`src/rtl/qupls4_backout_walker.sv`:
```
// rtl/qupls4_backout_walker.sv - ROB backout walker restoring RAT mappings and freeing physical registers
//
// Purpose: on a branch backout, walks the ROB entries younger than the branch,
// youngest first, restoring each entry's old RAT mapping and releasing the
// physical register it allocated.
//
// Ports:
//   clk, rst                 clock, asynchronous active-high reset
//   backout, backout_rob     backout request and ROB index of the branch
//   rob_tail                 ROB tail sampled with backout
//   rob_rd_en, rob_rd_addr   ROB read port (data returns one cycle later)
//   rob_has_dest, rob_areg,
//   rob_old_preg, rob_new_preg  ROB read data
//   rat_wr_en/areg/preg      RAT restore write
//   free_en, free_preg       free-list release
//   busy, stall_rename       walk in progress / rename stall
//   done, new_tail           completion pulse and post-backout tail
//   backout_lost             sticky: backout arrived while not idle
module qupls4_backout_walker #(
  parameter int ROB_ENTRIES = 16,
  parameter int AREG_W      = 7,
  parameter int PREG_W      = 9,
  localparam int RW         = $clog2(ROB_ENTRIES)
) (
  input  logic              clk,
  input  logic              rst,
  input  logic              backout,
  input  logic [RW-1:0]     backout_rob,
  input  logic [RW-1:0]     rob_tail,
  output logic              rob_rd_en,
  output logic [RW-1:0]     rob_rd_addr,
  input  logic              rob_has_dest,
  input  logic [AREG_W-1:0] rob_areg,
  input  logic [PREG_W-1:0] rob_old_preg,
  input  logic [PREG_W-1:0] rob_new_preg,
  output logic              rat_wr_en,
  output logic [AREG_W-1:0] rat_wr_areg,
  output logic [PREG_W-1:0] rat_wr_preg,
  output logic              free_en,
  output logic [PREG_W-1:0] free_preg,
  output logic              busy,
  output logic              stall_rename,
  output logic              done,
  output logic [RW-1:0]     new_tail,
  output logic              backout_lost
);

  typedef enum logic [1:0] {IDLE, WALK, DRAIN, DONE} state_t;

  state_t      state, next_state;
  logic [RW-1:0] rd_ptr;
  logic [RW-1:0] remaining;
  logic [RW-1:0] bo_rob;
  logic [RW-1:0] count_in;
  // High in the cycle the ROB presents data for a read issued last cycle.
  logic        rd_vld;
  logic        wr_en_q;

  // Number of entries strictly younger than the branch, modulo ROB depth.
  assign count_in = rob_tail - backout_rob - RW'(1);

  always_ff @(posedge clk or posedge rst) begin
    if (rst) state <= IDLE;
    else     state <= next_state;
  end

  always_comb begin
    next_state = state;
    case (state)
      IDLE:  if (backout) next_state = (count_in != '0) ? WALK : DONE;
      WALK:  if (remaining == RW'(1)) next_state = DRAIN;
      // Leave once the last read's data has been consumed; its writes
      // are on the outputs in this final DRAIN cycle.
      DRAIN: if (!rd_vld) next_state = DONE;
      DONE:  next_state = IDLE;
      default: next_state = IDLE;
    endcase
  end

  always_ff @(posedge clk or posedge rst) begin
    if (rst) begin
      rd_ptr       <= '0;
      remaining    <= '0;
      bo_rob       <= '0;
      rd_vld       <= 1'b0;
      wr_en_q      <= 1'b0;
      rat_wr_areg  <= '0;
      rat_wr_preg  <= '0;
      free_preg    <= '0;
      backout_lost <= 1'b0;
    end else begin
      if (state == IDLE && backout) begin
        bo_rob    <= backout_rob;
        remaining <= count_in;
        rd_ptr    <= rob_tail - RW'(1);
      end else if (state == WALK) begin
        rd_ptr    <= rd_ptr - RW'(1);
        remaining <= remaining - RW'(1);
      end

      rd_vld  <= (state == WALK);
      wr_en_q <= rd_vld && rob_has_dest;
      if (rd_vld && rob_has_dest) begin
        rat_wr_areg <= rob_areg;
        rat_wr_preg <= rob_old_preg;
        free_preg   <= rob_new_preg;
      end

      if (backout && state != IDLE) backout_lost <= 1'b1;
    end
  end

  assign rob_rd_en    = (state == WALK);
  assign rob_rd_addr  = rd_ptr;
  assign rat_wr_en    = wr_en_q;
  assign free_en      = wr_en_q;
  assign busy         = (state != IDLE);
  assign stall_rename = busy | backout;
  assign done         = (state == DONE);
  assign new_tail     = done ? (bo_rob + RW'(1)) : '0;

endmodule

```
`config.mk`:
```
export PLATFORM = sky130hd
export DESIGN_NAME = qupls4_backout_walker
export DESIGN_NICKNAME = d
export VERILOG_FILES = /design/src/rtl/qupls4_backout_walker.sv
export SDC_FILE = /design/constraint.sdc
export NUM_CORES = 1
export LEC_CHECK = 0
export CAP_MARGIN = 20
export CORE_MARGIN = 8
export CORE_UTILIZATION = 35
export CTS_CLUSTER_SIZE = 16
export DETAILED_ROUTE_END_ITERATION = 10
export DONT_BUFFER_PORTS = 1
export SLEW_MARGIN = 5
export SYNTH_ARGS = -nofsm -noshare
export SYNTH_HDL_FRONTEND = slang
export SYNTH_SLANG_ARGS = --single-unit
```
`constraint.sdc`:
```
create_clock -name clk -period 2.1 [get_ports clk]
set_clock_uncertainty 0.2 [all_clocks]
set_input_delay 0.315 -clock clk [delete_from_list [all_inputs] [get_ports clk]]
set_output_delay 0.315 -clock clk [all_outputs]
set_load 0.05 [all_outputs]
```
==> flow_summary_export.csv <==
group,metric,value,unit
sta,drv_slew,0,
drt,drt-initial-drc-count,24,
synth,syn_area,0.002031,mm^2
synth,synth_cell_types,32,
global_routing,overflow,0,
synth,synthArstFlopShare,1.000,
clocking,clock_path_buffers,2,
global_routing,antenna_found_initial,0,
placed_design,dpl_cell_area,0.002237,mm^2
sta,min_period,1963,ps
clocking,numCtsBuffers,5,
outcome,outcome,"finished, final reports clean",
placed_design,gp_congestion,0.7079,
floorplan,core,0.005540,mm^2
drt,num_vias,1355,
power_and_ir_drop,peakVddDrop,785.1,uV
clocking,clkTransAtPathRegs,80,ps
finish,nNetsFinal,260,
setup_path,crit_path_end_kind,"output pin",
finish,drive_gt1_frac,0.1659,
setup_path,critPathLaunch,"state[1]",
floorplan,start_util,0.3665,
finish,finish.instance_area,0.002669,mm^2
placed_design,dp.cells,242,
setup_path,critPathRequiredTime,1580,ps
power_and_ir_drop,power_density,1755,mW/mm^2
global_routing,grt_pass1_wl,7955,um
sta,tightest_slew,583.5,ps
synth,synth_nets,213,
placed_design,io_buffers,0,
finish,areaGrowthSynthToFinish,31.42,%
clocking,cts.sinks,42,
floorplan,die-area,0.008495,mm^2
sta,rsz0062_at_grt,"false",
drt,drc,0,
drt,ant_nets,0,
setup_path,cp_max_fo,5,
global_routing,grt_max_degree,43,
setup_path,reg2reg_setup_slack,150,ps
power_and_ir_drop,p_leak,0.001207,uW
floorplan,ios,77,
global_routing,grt_pass1_vias,1542,
sta,setup_slack,136.7,ps
drt,dr.pass1.iters,4,
setup_path,r2r_start,"state[1]",
finish,fillers,491,
finish,stdcell_count,283,
finish,final_common_cell,"dfrtp_1",
drt,routedWlPerCell,16.38,um
sta,max_slew_margin,0.6096,
synth,synth.avg_cell_area,12.46,um^2
setup_path,crit_arrival,1450,ps
sta,setup_tns,0,ps
setup_path,r2r_cells,8,
global_routing,grt_util_all_layers,0.1149,
drt,drt-total-wl,4635,um
sta,max_freq,0.5093,GHz
power_and_ir_drop,p_total,4684,uW
clocking,cts_tree,"yes",
sta,hold_viol_final,0,
setup_path,rr_endpoint,"rob_rd_addr[2]",
sta,setup_viol,0,
clocking,insertion_delay,280,ps
synth,ys_seq_area_frac,0.5176,
hold_path,hold_path.class,"in2reg",
setup_path,setup.worst_path.end,"stall_rename",
setup_path,cp-start-kind,"flop",
finish,multi_input_area,909.6,um^2
finish,antenna_cells,0,
synth,synth_edf_count,0,
floorplan,dieWidth,92.17,um
setup_path,crit_type,"reg2out",
placed_design,dpl.hpwl,3516,um
floorplan,row_count,27,
finish,layout_common_cells,"dfrtp_1 (42), dlygate4sd3_1 (29), mux2_1 (27)",
sta,finalCritPeriodShare,0.9349,
synth,synth_cells,163,
synth,synth_warnings,0,
clocking,cts-root-buf,"clkbuf_8",
floorplan,die_y,92.17,um
placed_design,place_ws,138.5,ps
flow_run,drv_cap,0,
synth,synth_seq_cells,42,
finish,final-seq-area,0.001051,mm^2
synth,synth_flop_cell,"dfrtp_1",
drt,vias_per_cell,4.788,
clocking,htreeDepth,2,
[metrics by stage]
stage | utilization | hold WS (ps)
finish | 0.4817 | 14.20
global route | 0.4817 | 4.413
CTS | 0.4758 | 1.419
detailed placement | 0.4038 | 175.0
global placement | 0.4038 | 159.2
floorplan | - | 231.9
[worst min-delay path by stage]
stage                        start             end  depth (start not counted)
finish                     backout  rob_rd_addr[0]                          2
floorplan                  backout    backout_lost                          1
global placement               rst    free_preg[8]                          2
global route               backout  rob_rd_addr[0]                          2
detailed placement             rst  rat_wr_preg[1]                          2
CTS                 backout_rob[0]       bo_rob[0]                          2
[state kept, by name, summed over array words and instances (netlist names)]
register / cells
free_preg: 9
rat_wr_preg: 9
rat_wr_areg: 7
bo_rob: 4
remaining: 4
rob_rd_addr: 4
state: 2
backout_lost: 1
free_en: 1
rd_vld: 1
[report_power, final]
part	internal, uW	switching [uW]	leakage (uW)
clock	350	257	0.0000579
sequential	1190	1280	0.000496
combinational	719	891	0.000653
total	2260	2420	0.00121
[area by class of cell]
class / instances / share of cell area
clock buffers: 5 / 0.02579
clock inverters: 3 / 0.01500
inverters: 11 / 0.01547
multi-input cells: 104 / 0.3408
flip-flops and latches: 42 / 0.3938
well taps: 72 / 0.03376
repair buffers: 46 / 0.1753
[layer usage]
layer  routed length [um]  global-route usage  share of wire  vias up
met5                    0                   0              0        -
met4                   48             0.03490          0.010        0
met3                  511             0.05786           0.11        6
met2                 2217              0.1949           0.48       64
met1                 1857              0.1220           0.40      646
li1                     -                   -              -      639
[Yosys cell counts (2+ instances only)]
| cell type | number | share of area |
|---|---|---|
| inv_1 | 10 | 0.018 |
| xor2_1 | 5 | 0.022 |
| xnor2_1 | 7 | 0.030 |
| nand3_1 | 2 | 0.0049 |
| a21o_1 | 2 | 0.0074 |
| mux2_1 | 27 | 0.15 |
| a21oi_1 | 7 | 0.017 |
| mux2i_1 | 2 | 0.0099 |
| nand2_1 | 10 | 0.018 |
| nor4_2 | 2 | 0.012 |
| ha_1 | 12 | 0.074 |
| buf_4 | 2 | 0.0074 |
| nor2b_1 | 2 | 0.0062 |
| buf_2 | 3 | 0.0074 |
| and2_1 | 3 | 0.0092 |
| nor2_1 | 6 | 0.011 |
| dfrtp_1 | 42 | 0.52 |
| o21ai_1 | 5 | 0.012 |
[kinds of logic after synthesis]
logic type	synth area share
AO/OA/AOI/OAI	0.05360
XOR/XNOR	0.06531
adder cells (fa/ha/maj)	0.08379
buffers and inverters	0.03696
flip-flops	0.5176
multiplexers	0.1651
AND/OR/NAND/NOR	0.07764
[worst max-delay path, cell delays in order (launching register included)]
cell	delay [ps]
dfrtp_1	420
inv_1	120
ha_1	260
nand2b_1	150
buf_4	220
[what timing repair did]
item,4_1_cts,5_1_grt
buffers inserted,0,4
resized for setup,0,1
endpoints found under the hold margin,70,0
hold buffers,29,0
setup endpoints to repair,0,1
Power figures use the tool's default switching activity.
